**src/rtl/decode_pkg.sv**
```systemverilog
// decode_pkg: shared widths, instruction field positions and opcode classification
// for the decode/issue stage.
`default_nettype none

package decode_pkg;

  localparam int XLEN  = 16;
  localparam int NREGS = 16;
  localparam int REG_W = 4;

  localparam int OPC_LSB = 12;
  localparam int RD_LSB  = 8;
  localparam int RS1_LSB = 4;
  localparam int RS2_LSB = 0;

  localparam logic [3:0] OP_NOP   = 4'h0;
  localparam logic [3:0] OP_ADDI  = 4'h8;
  localparam logic [3:0] OP_LOAD  = 4'h9;
  localparam logic [3:0] OP_STORE = 4'hA;
  localparam logic [3:0] OP_BEQ   = 4'hB;
  localparam logic [3:0] OP_RSV_C = 4'hC;
  localparam logic [3:0] OP_RSV_D = 4'hD;
  localparam logic [3:0] OP_RSV_E = 4'hE;
  localparam logic [3:0] OP_HALT  = 4'hF;

  typedef struct packed {
    logic reads_rs1;
    logic reads_rs2;
    logic writes_rd;
    logic illegal;
  } op_class_t;

  // Reserved opcodes behave as NOP (no reads, no write) but are flagged illegal.
  function automatic op_class_t classify(input logic [3:0] opcode);
    op_class_t c;
    c = '0;
    case (opcode)
      OP_NOP, OP_HALT: begin
        c = '0;
      end
      OP_ADDI, OP_LOAD: begin
        c.reads_rs1 = 1'b1;
        c.writes_rd = 1'b1;
      end
      OP_STORE, OP_BEQ: begin
        c.reads_rs1 = 1'b1;
        c.reads_rs2 = 1'b1;
      end
      OP_RSV_C, OP_RSV_D, OP_RSV_E: begin
        c.illegal = 1'b1;
      end
      default: begin
        c.reads_rs1 = 1'b1;
        c.reads_rs2 = 1'b1;
        c.writes_rd = 1'b1;
      end
    endcase
    return c;
  endfunction

endpackage

`default_nettype wire

```
**src/rtl/decode_issue_scoreboard.sv**
```systemverilog
// decode_issue_scoreboard: pending-write vector with set/clear/kill updates and
// hazard queries that see a same-cycle writeback as already complete.
`default_nettype none

module decode_issue_scoreboard
  import decode_pkg::*;
(
  input  logic             clk,
  input  logic             reset_n,
  input  logic             i_set_en,
  input  logic [REG_W-1:0] i_set_idx,
  input  logic             i_clr_en,
  input  logic [REG_W-1:0] i_clr_idx,
  input  logic             i_kill_en,
  input  logic [REG_W-1:0] i_kill_idx,
  input  logic [REG_W-1:0] i_q_rs1,
  input  logic [REG_W-1:0] i_q_rs2,
  input  logic [REG_W-1:0] i_q_rd,
  output logic             o_pend_rs1,
  output logic             o_pend_rs2,
  output logic             o_pend_rd,
  output logic [NREGS-1:0] o_busy
);

  logic [NREGS-1:0] r_busy;
  logic [NREGS-1:0] w_busy_nxt;

  function automatic logic pending(input logic [REG_W-1:0] idx);
    return r_busy[idx] && !(i_clr_en && (i_clr_idx == idx));
  endfunction

  assign o_pend_rs1 = pending(i_q_rs1);
  assign o_pend_rs2 = pending(i_q_rs2);
  assign o_pend_rd  = pending(i_q_rd);
  assign o_busy     = r_busy;

  // Clears first so that a set to the same index in the same cycle wins.
  always_comb begin
    w_busy_nxt = r_busy;
    if (i_clr_en)  w_busy_nxt[i_clr_idx]  = 1'b0;
    if (i_kill_en) w_busy_nxt[i_kill_idx] = 1'b0;
    if (i_set_en)  w_busy_nxt[i_set_idx]  = 1'b1;
  end

  always_ff @(posedge clk or negedge reset_n) begin
    if (!reset_n) r_busy <= '0;
    else          r_busy <= w_busy_nxt;
  end

endmodule

`default_nettype wire

```
**src/rtl/decode_issue.sv**
```systemverilog
// decode_issue: decodes one instruction per cycle, stalls on scoreboard hazards
// and holds the issued instruction in a single ID/EX output register.
`default_nettype none

module decode_issue
  import decode_pkg::*;
(
  input  logic             clk,
  input  logic             reset_n,
  input  logic             in_valid,
  output logic             in_ready,
  input  logic [XLEN-1:0]  in_instr,
  input  logic [XLEN-1:0]  in_pc,
  output logic [REG_W-1:0] RegRead1,
  output logic [REG_W-1:0] RegRead2,
  input  logic [XLEN-1:0]  ReadData1,
  input  logic [XLEN-1:0]  ReadData2,
  input  logic             wb_valid,
  input  logic [REG_W-1:0] wb_reg,
  input  logic             flush,
  output logic             out_valid,
  input  logic             out_ready,
  output logic [3:0]       out_opcode,
  output logic [REG_W-1:0] out_rd,
  output logic [XLEN-1:0]  out_op_a,
  output logic [XLEN-1:0]  out_op_b,
  output logic [XLEN-1:0]  out_imm,
  output logic [XLEN-1:0]  out_pc,
  output logic             out_writes_rd,
  output logic             out_illegal,
  output logic [NREGS-1:0] busy
);

  logic [3:0]       w_opcode;
  logic [REG_W-1:0] w_rd;
  logic [REG_W-1:0] w_rs1;
  logic [REG_W-1:0] w_rs2;
  logic [XLEN-1:0]  w_imm;
  op_class_t        w_cls;
  logic             w_pend_rs1;
  logic             w_pend_rs2;
  logic             w_pend_rd;
  logic             w_hazard;
  logic             w_space;
  logic             w_issue;
  logic             w_kill;

  logic             r_out_valid;
  logic [3:0]       r_out_opcode;
  logic [REG_W-1:0] r_out_rd;
  logic [XLEN-1:0]  r_out_op_a;
  logic [XLEN-1:0]  r_out_op_b;
  logic [XLEN-1:0]  r_out_imm;
  logic [XLEN-1:0]  r_out_pc;
  logic             r_out_writes_rd;
  logic             r_out_illegal;

  assign w_opcode = in_instr[OPC_LSB +: 4];
  assign w_rd     = in_instr[RD_LSB  +: REG_W];
  assign w_rs1    = in_instr[RS1_LSB +: REG_W];
  assign w_rs2    = in_instr[RS2_LSB +: REG_W];
  assign w_imm    = {{(XLEN-REG_W){w_rs2[REG_W-1]}}, w_rs2};
  assign w_cls    = classify(w_opcode);

  assign RegRead1 = w_rs1;
  assign RegRead2 = w_rs2;

  assign w_hazard = (w_cls.reads_rs1 && w_pend_rs1) ||
                    (w_cls.reads_rs2 && w_pend_rs2) ||
                    (w_cls.writes_rd && w_pend_rd);
  assign w_space  = !r_out_valid || out_ready;
  assign in_ready = w_space && !w_hazard && !flush;
  assign w_issue  = in_valid && in_ready;
  // A flushed entry will never write back, so release its destination.
  assign w_kill   = flush && r_out_valid && r_out_writes_rd;

  decode_issue_scoreboard u_scoreboard (
    .clk        (clk),
    .reset_n    (reset_n),
    .i_set_en   (w_issue && w_cls.writes_rd),
    .i_set_idx  (w_rd),
    .i_clr_en   (wb_valid),
    .i_clr_idx  (wb_reg),
    .i_kill_en  (w_kill),
    .i_kill_idx (r_out_rd),
    .i_q_rs1    (w_rs1),
    .i_q_rs2    (w_rs2),
    .i_q_rd     (w_rd),
    .o_pend_rs1 (w_pend_rs1),
    .o_pend_rs2 (w_pend_rs2),
    .o_pend_rd  (w_pend_rd),
    .o_busy     (busy)
  );

  always_ff @(posedge clk or negedge reset_n) begin
    if (!reset_n) begin
      r_out_valid     <= 1'b0;
      r_out_opcode    <= '0;
      r_out_rd        <= '0;
      r_out_op_a      <= '0;
      r_out_op_b      <= '0;
      r_out_imm       <= '0;
      r_out_pc        <= '0;
      r_out_writes_rd <= 1'b0;
      r_out_illegal   <= 1'b0;
    end else if (w_issue) begin
      r_out_valid     <= 1'b1;
      r_out_opcode    <= w_opcode;
      r_out_rd        <= w_rd;
      r_out_op_a      <= ReadData1;
      r_out_op_b      <= ReadData2;
      r_out_imm       <= w_imm;
      r_out_pc        <= in_pc;
      r_out_writes_rd <= w_cls.writes_rd;
      r_out_illegal   <= w_cls.illegal;
    end else if (flush || out_ready) begin
      r_out_valid     <= 1'b0;
    end
  end

  assign out_valid     = r_out_valid;
  assign out_opcode    = r_out_opcode;
  assign out_rd        = r_out_rd;
  assign out_op_a      = r_out_op_a;
  assign out_op_b      = r_out_op_b;
  assign out_imm       = r_out_imm;
  assign out_pc        = r_out_pc;
  assign out_writes_rd = r_out_writes_rd;
  assign out_illegal   = r_out_illegal;

endmodule

`default_nettype wire

```
**config.mk**
```make
export PLATFORM = sky130hd
export DESIGN_NAME = decode_issue
export DESIGN_NICKNAME = d
export VERILOG_FILES = /design/src/rtl/decode_pkg.sv /design/src/rtl/decode_issue_scoreboard.sv /design/src/rtl/decode_issue.sv
export SDC_FILE = /design/constraint.sdc
export NUM_CORES = 1
export LEC_CHECK = 0
export ABC_AREA = 1
export CAP_MARGIN = 15
export CORE_MARGIN = 2
export CORE_UTILIZATION = 48
export DETAILED_ROUTE_END_ITERATION = 6
export HOLD_SLACK_MARGIN = 0.06
export PLACE_DENSITY = 0.87
export REMOVE_ABC_BUFFERS = 1
export SLEW_MARGIN = 10
export SYNTH_ARGS = -nofsm -noshare
export SYNTH_HDL_FRONTEND = slang
export SYNTH_SLANG_ARGS = --single-unit
```
**constraint.sdc**
```tcl
create_clock -name clk -period 3.1 [get_ports clk]
set_input_delay 0.465 -clock clk [delete_from_list [all_inputs] [get_ports clk]]
set_output_delay 0.465 -clock clk [all_outputs]
set_load 0.01 [all_outputs]
```
* Yosys cells after proc, flatten, opt, wreduce, memory -nomap -nowiden
Index checks and enable logic that the tools add are counted.
** Operators by class
- $lt $le $gt $ge :: 8
- Equal/unequal tests :: 11
- Reductions and logical operators :: 34
- Multiplexer cells :: 21
- Bitwise gates (word level) :: 5
** Operators with widths (count)
- $mux W16 :: 3
- $and A16 B16 Y16 :: 2
- $eq A4 B4 Y1 const B :: 8
- $not A16 Y16 :: 2
- $lt A4 B5 Y1 const B :: 5
- $logic_and A1 B1 Y1 :: 18
- $or A16 B16 Y16 :: 1
- $reduce_or A7 Y1 :: 2
- $bmux W1 S4 :: 3
- $demux W1 S4 :: 3
- $eq A4 B4 Y1 :: 3
- $ge A4 B1 Y1 const B :: 3
- $mux W1 :: 12
- $logic_not A1 Y1 :: 6
- $reduce_or A5 Y1 :: 1
- $logic_not A4 Y1 :: 1
- $logic_or A1 B1 Y1 :: 4
- $reduce_or A3 Y1 :: 1
- $reduce_bool A2 Y1 :: 1
** Storage, ports and cells
- Input port bits :: 74
- Output and inout bits :: 100
- Word-level logic and storage cells :: 89
- Flip-flop bits (word level) :: 79

* Logic depth before layout (Yosys ltp)
Gate-level depths: netlist of run 1.
- Depth after elaboration :: 13
- Depth in mapped cells :: 14

* Hierarchy
From an unflattened synthesis of run 1, not the netlist that was laid out.
** Unflattened totals
- Cells, all modules :: 572
- Area total of the unflattened synthesis :: 4371.7 µm²
** Modules (own cells, without submodules)
- decode_issue :: cells an instance 322, instances 1, sequential area each 1576.5 µm², area each 2824.0 µm²
- decode_issue_scoreboard :: cells an instance 250, instances 1, sequential area each 400.4 µm², area each 1547.7 µm²

* Least setup slack after synthesis of run 1
OpenSTA, ideal clock, no wires.
- Path kind :: input to output
- Start :: in wb_reg[2]
- End :: out in_ready
- Path slack :: 1.076 ns
- Data arrival time :: 1.559 ns
- Cell stages on the path :: 9
- Data required time :: 2.635 ns
- Cell sequence :: clkbuf_1 -> xnor2_1 -> nand3_1 -> nor2_1 -> nor2_1 -> o21ai_1 -> nand2_2 -> nor2_8 -> buf_2
** Between the ends
- Cells in the longest elaborated chain, start to end :: 10
- Elaborated cells on any way between the ends :: 20
** Ends and longest elaborated chain
- from (decl) :: RTL line decode_issue.sv:19 : input logic [REG_W-1:0] wb_reg,
- $eq A4 B4 Y1 :: RTL line decode_issue_scoreboard.sv:29 : return r_busy[idx] && !(i_clr_en && (i_clr_idx == idx));
- $logic_and A1 B1 Y1 :: RTL line decode_issue_scoreboard.sv:29
- $logic_not A1 Y1 :: RTL line decode_issue_scoreboard.sv:29
- $logic_and A1 B1 Y1 :: RTL line decode_issue_scoreboard.sv:29
- $logic_and A1 B1 Y1, on equally long branches :: RTL line decode_issue.sv:68, decode_issue.sv:69
- $logic_or A1 B1 Y1 :: RTL line decode_issue.sv:68 : assign w_hazard = (w_cls.reads_rs1 && w_pend_rs1) ||
- $logic_or A1 B1 Y1 (*) :: RTL line decode_issue.sv:69 : (w_cls.reads_rs2 && w_pend_rs2) ||
- $logic_not A1 Y1 (*) :: RTL line decode_issue.sv:72 : assign in_ready = w_space && !w_hazard && !flush;
- $logic_and A1 B1 Y1 (*) (2 in series) :: RTL line decode_issue.sv:72
- to (decl) :: RTL line decode_issue.sv:11 : output logic in_ready,
Mark *: on every way between the ends. The rest lies on a longest branch, timed or not.

* Final worst setup path of run 1
- Start :: in wb_reg[3]
- End :: out in_ready
The elaborated chain is that of the path after synthesis.

==> results of run 1 <==
==> metrics by stage <==
| step | area (µm²) | worst slack (ns) | hold slack, ns | utilization, % |
|---|---|---|---|---|
| floorplan | 4080 | 0.651 | 0.169 | - |
| global placement | 6060 | 0.174 | 0.454 | 68.8 |
| detailed placement | 6060 | 0.173 | 0.458 | 68.8 |
| CTS | 6260 | 0.157 | 0.317 | 71.0 |
| global route | 6260 | 0.00307 | 0.355 | 71.1 |
| finish | 6260 | 0.122 | 0.282 | 71.1 |
==> worst paths after layout <==
check	start	endpoint	slack, ns	cells after the start
hold / removal	reset_n	out_pc[5]	0.28	1
max in group asynchronous	reset_n	out_imm[1]	2.17	1
setup reg to reg	u_scoreboard.o_busy[2]	out_op_b[9]	0.78	14
setup / recovery	wb_reg[3]	in_ready	0.12	10
hold reg to reg	out_pc[12]	out_pc[12]	0.48	2
min in group clk	out_pc[12]	out_pc[12]	0.48	2
==> final cells by class <==
type	instances	share of cell area [%]
clock buffers	10	2.04
repair buffers	184	29.5
well taps	108	2.16
flip-flops and latches	79	31.6
multi-input cells	444	31.6
clock inverters	6	1.08
inverters	33	1.98
==> flip-flops by register name, indices dropped and copies added (netlist names) <==
signal               cells
out_imm                  4
out_valid                1
out_op_b                16
out_pc                  16
out_writes_rd            1
out_rd                   4
out_opcode               4
u_scoreboard.o_busy     16
out_illegal              1
out_op_a                16
==> per-layer routing <==
layer	global-route usage, %	routed length, µm
met2	46.2	6690
met4	12.4	396
met3	8.01	1620
met1	37.7	5530
met5	0	0
==> power by group through the flow <==
stage               Sequential, mW  Clock (mW)  Combinational, mW
floorplan                     1.59           0              0.376
global placement              1.51           0               1.36
detailed placement            1.51           0               1.40
CTS                           1.50       0.790               1.40
global route                  1.54       0.835               1.52
finish                        1.51       0.772               1.40
==> cells by family after synthesis <==
| logic type | share of synthesized area (%) |
|---|---|
| XOR/XNOR | 0.598 |
| flip-flops | 45.0 |
| AND/OR/NAND/NOR | 40.6 |
| buffers and inverters | 9.94 |
| AO/OA/AOI/OAI | 3.90 |
==> cell usage in the layout, fill, tap and decap left out, drive strengths merged <==
cell           instances
dfrtp                 79
nand2                245
inv                   35
clkinv                 1
o211ai                13
nand3                107
nand3b                 1
clkbuf                10
dlymetal6s2s           1
buf                   13
nor2                  36
a21oi                  5
xnor2                  3
o22ai                  2
clkdlybuf4s50        170
nor3                   8
nand4                 19
clkinvlp               2
o21ai                  5
bufinv                 1
==> timing repair <==
action | CTS | global route
hold buffers | 0 | 0
gates resized for setup | 0 | 1
endpoints found under the setup margin | 0 | 1
==> results.cfg, run 1 <==
[grt]
grt_max_degree = 80
grtUsageTotal_pct = 29.1
antenna_found_initial = 0
grt_pass1_wl_um = 23000
grt_overflow = 0
first_global_vias = 4615

[final_layout]
multiInputGateArea_um2 = 1980
regArea_um2 = 1980
final_cells = 864
drive_gt1_share_pct = 4.89
area_growth_pct = 42.4
fillCellCount = 699
final_nets = 825
insertedDiodeCount = 0

[critical_path]
critical-path-top-delay-family = buffers and inverters
end_kind = output pin
crit_path_frequent_cell = nand2_1
cp_max_fo = 5
crit_arrival_ns = 2.51
cp_data_required_time_ns = 2.63
critPathBufInv = 3
path_cells = clkdlybuf4s50_1, inv_1, nand2_1, nand2_1, nor3_1, nand3_1, nand4_1, nand2_1, nor2_8, clkdlybuf4s50_1
critPathSlowestCell = clkdlybuf4s50_1
cp-start-kind = input pin
slowest_delay_ns = 0.59
critPathKind = input pin to output pin

[timing]
setup_viol_count_final = 0
finalSetupTns_ns = 0
hold_violations = 0
fin_crit_sh_pct = 96.0
grt_setup_unrepaired = false
slew-limit-headroom_pct = 33.0
tightest_slew_ns = 1.00
fmax_mhz = 336
slew_violations = 0
fin_skew_ns = 0.0150
period_needed_ns = 2.98

[placed_design]
numPortBuffers = 173
gp_congestion = 0.933
dp_hpwl_um = 10000
placedCellCount = 848

[clocking]
cts_tree = done
root_buffer = clkbuf_8
numCtsBuffers = 9
clk_pin_slew_ns = 0.08
htreeDepth = 3
cts_sinks = 79
clockBufferDepth = 2
clk_latency_ns = 0.35
post_cts_buffers = 0

[power]
leakagePower_nw = 3.00
clkPwrFrac_pct = 21.0
power_switching_mw = 1.28
p_total_mw = 3.68
intPower_mw = 2.39
seq_power_share_pct = 41.0
cellPowerDensity_nw_per_um2 = 587
combPwrFrac_pct = 38.0
swShare_pct = 35.0
vdd_ir_drop_max_uv = 355

[logic_synthesis]
synth_most_common_cell = nand2_1
synth_top_area_share_pct = 45.0
synth_area_um2 = 4390
syn_avg_cell_area_um2 = 7.25
synth-edff-count = 0
yosysUniqueCellTypes = 24
yosysTopAreaCell = dfrtp_1
yosys-top-cells-area = dfrtp_1 (45%), nand2_1 (21%), nand3_1 (12%)
synth_cells = 606
ys_ff_latch = 79
ys_warn_count = 0
synth.top_cells.by_count = nand2_1 (243), nand3_1 (107), dfrtp_1 (79), nor2_1 (35), inv_1 (28)
synth-main-ff-cell = dfrtp_1
ys_seq_area_share_pct = 45.0
synthArstFlopShare_pct = 100

[flow_run]
maxCapViolations = 0

[floorplanning]
dieArea_um2 = 9940
fp.dieH_um = 99.7
rows = 34
die_x_um = 99.7
boundaryPins = 174
core_area_um2 = 8810
initial_core_util_pct = 49.9

[worst_hold_path]
hp-class = input pin to asynchronous set/reset pin

[drt]
vias = 4754
post_drt_via_cell_ratio = 5.50
wirelength_um = 14200
detail_route.iter0.violations = 318
remaining_drc_errors = 0
dr.pass1.iters = 5
ant_nets = 0
wl_per_cell_um = 16.5

[outcome]
status = finished clean
No activity file was read; power rests on OpenSTA's default activity.
==> run 2, diff against run 1 <==
Settings changed: RECOVER_POWER from default to 25.
==> run 2 against run 1 <==
  * The run now ends with capacitance limit, slew limit left
  * Non-clock buffer count did not move
  * Critical endpoint unchanged
  * Clock-buffer cell count did not move
  * Routed wire length did not move
  * Sequential power barely moved
==> results.cfg, run 2 (synthesis gave the netlist of run 1 again) <==
[power]
leakagePower_nw = 3.00
p_total_mw = 3.68
cellPowerDensity_nw_per_um2 = 587
vdd_ir_drop_max_uv = 355

[drt]
ant_nets = 0
wirelength_um = 14200
remaining_drc_errors = 0
dr.pass1.iters = 5
vias = 4754
detail_route.iter0.violations = 318
post_drt_via_cell_ratio = 5.50
wl_per_cell_um = 16.5

[worst_hold_path]
holdPathEnd = out_pc[12]
holdPathStages = 2
hp-class = register to register
holdCritStartpoint = out_pc[12]

[timing]
grt_setup_unrepaired = false
fin_skew_ns = 0.0150
tightest_slew_ns = 1.97
slew-limit-headroom_pct = -31.4
fmax_mhz = 336
fin_crit_sh_pct = 96.0
slew_violations = 80
hold_violations = 0
holdWs_ns = 0.477
finalSetupTns_ns = 0
period_needed_ns = 2.98
setup_viol_count_final = 0

[floorplanning]
rows = 34
fp.dieH_um = 99.7
die_x_um = 99.7
boundaryPins = 174
initial_core_util_pct = 49.9
core_area_um2 = 8810
dieArea_um2 = 9940

[placed_design]
numPortBuffers = 173
gp_congestion = 0.933
dp_hpwl_um = 10000

[outcome]
status = complete, but fails checks
violations = capacitance limit, slew limit

[grt]
grt_pass1_wl_um = 23000
antenna_found_initial = 0
grt_overflow = 0
grt_max_degree = 80
grtUsageTotal_pct = 29.1
first_global_vias = 4615

[final_layout]
final_cell_mix = nand2_1 (243), clkdlybuf4s50_1 (170), nand3_1 (107)
fillCellCount = 700
multiInputGateArea_um2 = 1980
insertedDiodeCount = 0
final_common_cell = nand2_1
utilization_pct = 71.0
area_growth_pct = 42.4
drive_gt1_share_pct = 4.89
regArea_um2 = 1980
final_nets = 825

[clocking]
htreeDepth = 3
cts_sinks = 79
clk_pin_slew_ns = 0.08
post_cts_buffers = 0
cts_tree = done
clk_latency_ns = 0.35
root_buffer = clkbuf_8
numCtsBuffers = 9
clockBufferDepth = 2

[critical_path]
cp-start-kind = input pin
critPathSlowestCell = clkdlybuf4s50_1
cp_max_fo = 5
end_kind = output pin
critPathKind = input pin to output pin
crit_arrival_ns = 2.51
worst_r2r_path_depth = 14
crit_path_frequent_cell = nand2_1
r2r_start = u_scoreboard.o_busy[2]
rr_endpoint = out_op_b[9]
path_cells = clkdlybuf4s50_1, inv_1, nand2_1, nand2_1, nor3_1, nand3_1, nand4_1, nand2_1, nor2_8, clkdlybuf4s50_1
cp_data_required_time_ns = 2.63
critical-path-top-delay-family = buffers and inverters
slowest_delay_ns = 0.59
critPathBufInv = 3
reg2reg_setup_slack_ns = 0.78

[flow_run]
maxCapViolations = 1
==> run 2: cell count changes in the layout (fill, tap and decap cells not counted) <==
cell	delta
buf_4	-1
clkbuf_2	+1
==> run 2: area by class of cell <==
cell class	count	share of cell area, %
Clock inverter	6	1.08
Sequential cell	79	31.6
Tap cell	108	2.16
Inverter	33	1.98
Timing Repair Buffer	184	29.5
Clock buffer	10	2.04
Multi-Input combinational cell	444	31.7
==> run 2: repair_timing <==
| action | 4_1_cts | 5_1_grt |
|---|---|---|
| hold buffers | 0 | 0 |
| endpoints found under the setup margin | 0 | 1 |
| resized for setup | 0 | 1 |
==> run 2: tightest hold or removal path, stage by stage (launching register included) <==
cell	delay (ns)
dfrtp_1	0.35
nand2_1	0.05
nand2_1	0.05
==> run 2: where the power goes <==
group | switching (mW) | internal [mW] | total, mW
clock | 0.395 | 0.377 | 0.772
combinational | 0.655 | 0.742 | 1.40
sequential | 0.234 | 1.27 | 1.51
==> run 2: worst max path at each step <==
| stage | startpoint | end | slack, ns | cells past startpoint |
|---|---|---|---|---|
| 3_5_place_dp | in_instr[5] | in_ready | 0.17 | 10 |
| 3_3_place_gp | in_instr[5] | in_ready | 0.17 | 10 |
| 5_1_grt | in_instr[1] | in_ready | 0.003 | 11 |
| 4_1_cts | in_instr[5] | in_ready | 0.16 | 10 |
| 6_report | wb_reg[3] | in_ready | 0.12 | 10 |
| 2_1_floorplan | in_instr[13] | out_imm[3] | 0.65 | 12 |
==> run 2: routing by layer <==
layer	GRT usage, %	share of wire [%]
met1	37.7	39
met5	0	0
met4	12.4	2.8
met2	46.2	47
met3	8.01	11
==> run 2: metrics by stage <==
| stage | setup slack, ns | cell area (µm²) | instances |
|---|---|---|---|
| finish | 0.122 | 6260 | 864 |
| global route | 0.00307 | 6260 | 864 |
| CTS | 0.157 | 6260 | 864 |
| detailed placement | 0.173 | 6060 | 848 |
| global placement | 0.174 | 6060 | 848 |
| floorplan | 0.651 | 4080 | 556 |
